===== src/rtl/wb_port_arbiter.sv =====
// Write-back port arbiter: merges the pipeline WB stage and a multi-cycle unit onto one
// register-file write port, with starvation protection for the multi-cycle result.
module wb_port_arbiter #(
   parameter int DATA_W     = 16,
   parameter int ADDR_W     = 3,
   parameter int STARVE_MAX = 4
) (
   input  logic              clk,
   input  logic              rst_n,
   input  logic              wb_valid,
   input  logic [ADDR_W-1:0] wb_addr,
   input  logic [DATA_W-1:0] wb_data,
   input  logic              mc_valid,
   input  logic [ADDR_W-1:0] mc_addr,
   input  logic [DATA_W-1:0] mc_data,
   output logic              mc_ready,
   output logic              stall,
   output logic              rf_we,
   output logic [ADDR_W-1:0] rf_waddr,
   output logic [DATA_W-1:0] rf_wdata
);

   localparam int CNT_W = (STARVE_MAX < 1) ? 1 : $clog2(STARVE_MAX + 1);
   localparam logic [CNT_W-1:0] CNT_MAX = CNT_W'(STARVE_MAX);

   logic [CNT_W-1:0]  r_starve_cnt;
   logic [CNT_W-1:0]  w_starve_next;
   logic              w_forced;
   logic              w_grant_wb;
   logic              w_grant_mc;
   logic              w_wr_en;
   logic [ADDR_W-1:0] w_wr_addr;
   logic [DATA_W-1:0] w_wr_data;

   logic              r_rf_we;
   logic [ADDR_W-1:0] r_rf_waddr;
   logic [DATA_W-1:0] r_rf_wdata;

   always_comb begin
      w_forced      = 1'b0;
      w_grant_wb    = 1'b0;
      w_grant_mc    = 1'b0;
      w_wr_addr     = wb_addr;
      w_wr_data     = wb_data;
      w_wr_en       = 1'b0;
      w_starve_next = '0;

      w_forced   = mc_valid && (r_starve_cnt == CNT_MAX);
      w_grant_wb = wb_valid && !w_forced;
      w_grant_mc = mc_valid && (!wb_valid || w_forced);

      if (w_grant_mc) begin
         w_wr_addr = mc_addr;
         w_wr_data = mc_data;
      end
      // r0 is hard-wired: the handshake completes but the port stays quiet
      w_wr_en = (w_grant_wb || w_grant_mc) && (w_wr_addr != '0);

      if (mc_valid && !w_grant_mc) begin
         w_starve_next = (r_starve_cnt == CNT_MAX) ? r_starve_cnt : r_starve_cnt + CNT_W'(1);
      end
   end

   assign mc_ready = rst_n && w_grant_mc;
   assign stall    = rst_n && wb_valid && w_grant_mc;

   always_ff @(posedge clk) begin
      if (!rst_n) begin
         r_starve_cnt <= '0;
         r_rf_we      <= 1'b0;
         r_rf_waddr   <= '0;
         r_rf_wdata   <= '0;
      end else begin
         r_starve_cnt <= w_starve_next;
         r_rf_we      <= w_wr_en;
         if (w_grant_wb || w_grant_mc) begin
            r_rf_waddr <= w_wr_addr;
            r_rf_wdata <= w_wr_data;
         end
      end
   end

   assign rf_we    = r_rf_we;
   assign rf_waddr = r_rf_waddr;
   assign rf_wdata = r_rf_wdata;

endmodule


===== config.mk =====
export PLATFORM = sky130hd
export DESIGN_NAME = wb_port_arbiter
export DESIGN_NICKNAME = d
export VERILOG_FILES = /design/src/rtl/wb_port_arbiter.sv
export SDC_FILE = /design/constraint.sdc
export NUM_CORES = 1
export LEC_CHECK = 0
export CORE_MARGIN = 5
export CORE_UTILIZATION = 40
export CTS_BUF_LIST = sky130_fd_sc_hd__clkbuf_8 sky130_fd_sc_hd__clkbuf_16
export CTS_CLUSTER_DIAMETER = 60
export CTS_CLUSTER_SIZE = 28
export DETAILED_ROUTE_END_ITERATION = 8
export PLACE_DENSITY = 0.79
export SLEW_MARGIN = 40
export SYNTH_ARGS = -nofsm -noshare
export SYNTH_HDL_FRONTEND = slang
export SYNTH_SLANG_ARGS = --single-unit

===== constraint.sdc =====
create_clock -name clk -period 1.8 [get_ports clk]
set_clock_uncertainty 0.1 [all_clocks]
set_input_delay 0.36 -clock clk [delete_from_list [all_inputs] [get_ports clk]]
set_output_delay 0.36 -clock clk [all_outputs]
set_load 0.005 [all_outputs]

# Word level (Yosys, flattened, before mapping)
# Index checks and enable logic that the tools add are counted.
# op_classes
n_reduce_logical,15
n_eq_ne,1
mux,2
addsub,1
# ops
cell,count
$mux W16,1
$logic_and A1 B1 Y1,8
$add A3 B1 Y3 const B,1
$eq A3 B3 Y1 const B,1
$logic_not A1 Y1,3
$mux W3,1
$reduce_bool A3 Y1,1
$logic_or A1 B1 Y1,2
$reduce_and A2 Y1,1
# totals
output_inout_bits,22
wordCells,23
reg_bits,23

# Longest topological paths before layout
# depth
depth_word,7
mapped_depth,6

# Worst setup path after synthesis
# No wires, ideal clock.
# synth_timing
kind,register to output
startpoint,register r_starve_cnt[0]
endpoint,output port mc_ready
setup_slack_ns,0.325
path_buffers,0
path_stages_with_launch,6
arrival_ns,1.015
required_ns,1.340
path_cell_list,dfxtp_1 -> inv_1 -> ha_1 -> a21bo_2 -> nand2_1 -> nor2_1
# synth_via
elab_chain_len,5
# synth_rtl
item,line_no,text
start: declaration,26,logic [CNT_W-1:0] r_starve_cnt;
start signal: assignment,74,r_starve_cnt <= w_starve_next;
$eq A3 B3 Y1,48,w_forced = mc_valid && (r_starve_cnt == CNT_MAX);
$logic_and A1 B1 Y1,48,
$logic_or A1 B1 Y1,50,w_grant_mc = mc_valid && (!wb_valid || w_forced);
$logic_and A1 B1 Y1,50,
$logic_and A1 B1 Y1,64,assign mc_ready = rst_n && w_grant_mc;
end: declaration,16,"output logic mc_ready,"
# Every way passes these cells.

# Final worst setup path
# Same ends and word-level chain as after synthesis.

==> flow_metrics.py <==
metrics = {
    "run_status": {
        "run_status": "finished, final reports clean",
    },
    "critical_path": {
        "crit_path_start_kind": "register",
        "critPathRequiredTime_ps": 1340,
        "cp-end-kind": "output port",
        "worst-endpoint-arrival_ps": 1300,
        "cp_max_fo": 2,
        "worst-setup-path-type": "register to output port",
    },
    "cells_and_area": {
        "drive_above_1_share_pct": 21.46,
        "nNetsFinal": 250,
        "fin_area_mm2": 0.002083,
        "areaGrowthSynthToFinish_pct": 56.19,
        "antenna_cells": 0,
        "final_util_pct": 63.43,
    },
    "place": {
        "globalplace.congestion": 0.8291,
        "port_buffers": 63,
        "dp_hpwl_mm": 2.919,
        "place_area_mm2": 0.002033,
    },
    "clock_network": {
        "ctsHoldBuffers": 0,
        "tritoncts": "built",
        "path_clk_slew_ps": 80,
        "cts_setup_buffers": 0,
        "cts_inserted_buffers": 3,
        "cts-root-buf": "clkbuf_8",
        "h-tree-depth": 1,
        "worstSkewPairLatency_ps": 250,
        "cts_buffer_depth": 2,
        "clock-sinks": 23,
    },
    "worst_hold_path": {
        "hold_path_class": "register to register",
    },
    "route": {
        "vias": 1300,
        "drt_iter0_markers": 66,
        "drt-total-wl_mm": 3.725,
        "drc": 0,
        "detail-route-antenna-nets": 0,
        "wire_per_inst_um": 14.84,
        "vias_per_cell": 5.179,
        "dr.pass1.iters": 4,
    },
    "timing": {
        "fin_crit_ps": 1765,
        "setup-tns-final_ps": 0,
        "tightestPinTransition_ps": 300.9,
        "relSlewSlack_pct": 79.94,
        "fmax_ghz": 0.5666,
        "final-max-slew-violation-count": 0,
        "finalHoldViolations": 0,
        "rsz0062_at_grt": "yes",
        "period_share_pct": 98.05,
        "setup_violations": 0,
    },
    "synthesis": {
        "synth_nets": 180,
        "synth.distinct_cells": 25,
        "synthCells": 136,
        "avgSynthCellArea_um2": 9.807,
        "ys_ff_latch": 23,
        "ys_seq_area_share_pct": 34.52,
        "yosysWarnings": 0,
        "netlist_area_mm2": 0.001334,
    },
    "global_route": {
        "grt_first_pass_wirelength_mm": 5.844,
        "grt_overflow": 0,
        "track_usage_pct": 16.53,
        "grt_max_degree": 24,
        "antenna_found_initial": 0,
        "grt_pass1_vias": 1310,
    },
    "job": {
        "maxCapViolCount": 0,
    },
    "floorplan": {
        "fp.dieW_um": 67.75,
        "fp.dieH_um": 67.75,
        "initial_core_util_pct": 40.61,
        "core_area_mm2": 0.003284,
        "placementRows": 21,
        "die_area_mm2": 0.004589,
        "io_pins": 64,
    },
    "power": {
        "p_per_area_mw_per_mm2": 575.6,
        "leakagePower_nw": 0.8275,
        "total_power_w": 0.001199,
        "irDropWorstVdd_v": 0.0003524,
    },
}
[cells by family (layout without fill, tap and decap cells)]
group	Yosys count	after routing	synth area share, %
fa+ha+maj	2	2	1.876
flops	23	23	34.52
mux	1	1	0.7505
buf+inv	36	105	14.26
compound gates	40	40	33.87
simple gates	34	34	14.73
[power by group]
part / leakage, nW / internal, W / switching, W
registers: 0.192 / 0.000544 / 0.0000162
clock network: 0.0269 / 0.000152 / 0.000153
logic: 0.609 / 0.000211 / 0.000123
[sequential cells by signal, summed over array words and instances, names as in the netlist]
| register | count |
|---|---|
| rf_we | 1 |
| rf_waddr | 3 |
| rf_wdata | 16 |
| r_starve_cnt | 3 |
[cells in the mapped netlist]
cell type,instances,area [µm²]
buf_6,3,33.78
nor3_1,5,25.02
o221a_1,2,22.52
nor2b_1,13,81.33
clkbuf_1,4,15.01
and2b_1,4,30.03
nor2_1,6,22.52
mux2i_1,1,10.01
a221oi_2,14,210.2
nand3_1,1,5.000
nand2_1,4,15.01
nand3_4,1,17.52
buf_2,4,20.02
a221oi_1,3,26.28
a21bo_2,1,10.01
buf_12,1,20.02
o41ai_2,1,16.27
ha_1,2,25.02
buf_8,1,15.01
o32ai_1,1,8.760
a2bb2oi_1,1,8.760
dfxtp_1,23,460.4
inv_1,22,82.58
inv_2,1,3.750
a311oi_1,17,148.9
[metal layers]
| layer | up-vias | global-route usage (%) | part of all wire, % |
|---|---|---|---|
| li1 | 641 | - | - |
| met5 | - | 0 | 0 |
| met2 | 39 | 30.86 | 51 |
| met1 | 618 | 19.34 | 42 |
| met4 | 0 | 5.316 | 0.78 |
| met3 | 2 | 1.830 | 5.7 |
[worst max-delay path: stages (launching register included)]
cell	delay, ps
dfxtp_2	330
inv_1	40
ha_2	180
a21bo_2	210
nand2_2	70
nor2_2	30
clkdlybuf4s15_1	190
[what timing repair did]
| action | 4_1_cts | 5_1_grt |
|---|---|---|
| setup endpoints to repair | 2 | 2 |
| pin swaps | 1 | 1 |
| gates resized for setup | 8 | 2 |
[stage by stage]
step                      hold slack, ps  instances  worst slack, ps
after floorplan                    327.3        136            325.3
after global placement             400.2        247           -205.6
after detailed placement           405.4        247           -236.1
after CTS                          399.7        251            16.36
after global routing               423.2        251           -38.76
final                              398.9        251            35.08
[cells in the final DEF, fill, tap and decap left out, types with 2 or more instances in the layout]
master,count
clkdlybuf4s50_1,59
inv_1,23
dfxtp_1,21
a311oi_1,17
a221oi_2,14
buf_4,14
nor2b_1,13
nor2_1,5
nor3_1,5
and2b_1,4
nand2_1,3
a221oi_1,3
clkbuf_8,3
o221a_1,2
buf_2,2
dfxtp_2,2
[final cells by class]
cell class	count	area, µm²
Fill cell	276	1201
Timing Repair Buffer	78	740.7
Multi-Input combinational cell	77	690.7
Sequential cell	23	462.9
Inverter	23	86.33
Tap cell	46	57.56
Clock buffer	3	41.29
Clock inverter	1	3.754
[final timing paths]
| kind | from | to | slack, ps | cells after the start |
|---|---|---|---|---|
| setup / recovery | r_starve_cnt[0]$_SDFFE_PN0P_ | mc_ready | 40 | 6 |
| hold / removal | r_starve_cnt[0]$_SDFFE_PN0P_ | r_starve_cnt[0]$_SDFFE_PN0P_ | 400 | 2 |
| setup reg to reg | r_starve_cnt[0]$_SDFFE_PN0P_ | rf_waddr[2]$_SDFFE_PN0P_ | 200 | 7 |
| hold reg to reg | r_starve_cnt[0]$_SDFFE_PN0P_ | r_starve_cnt[0]$_SDFFE_PN0P_ | 400 | 2 |
(Power assumes the default switching activity.)
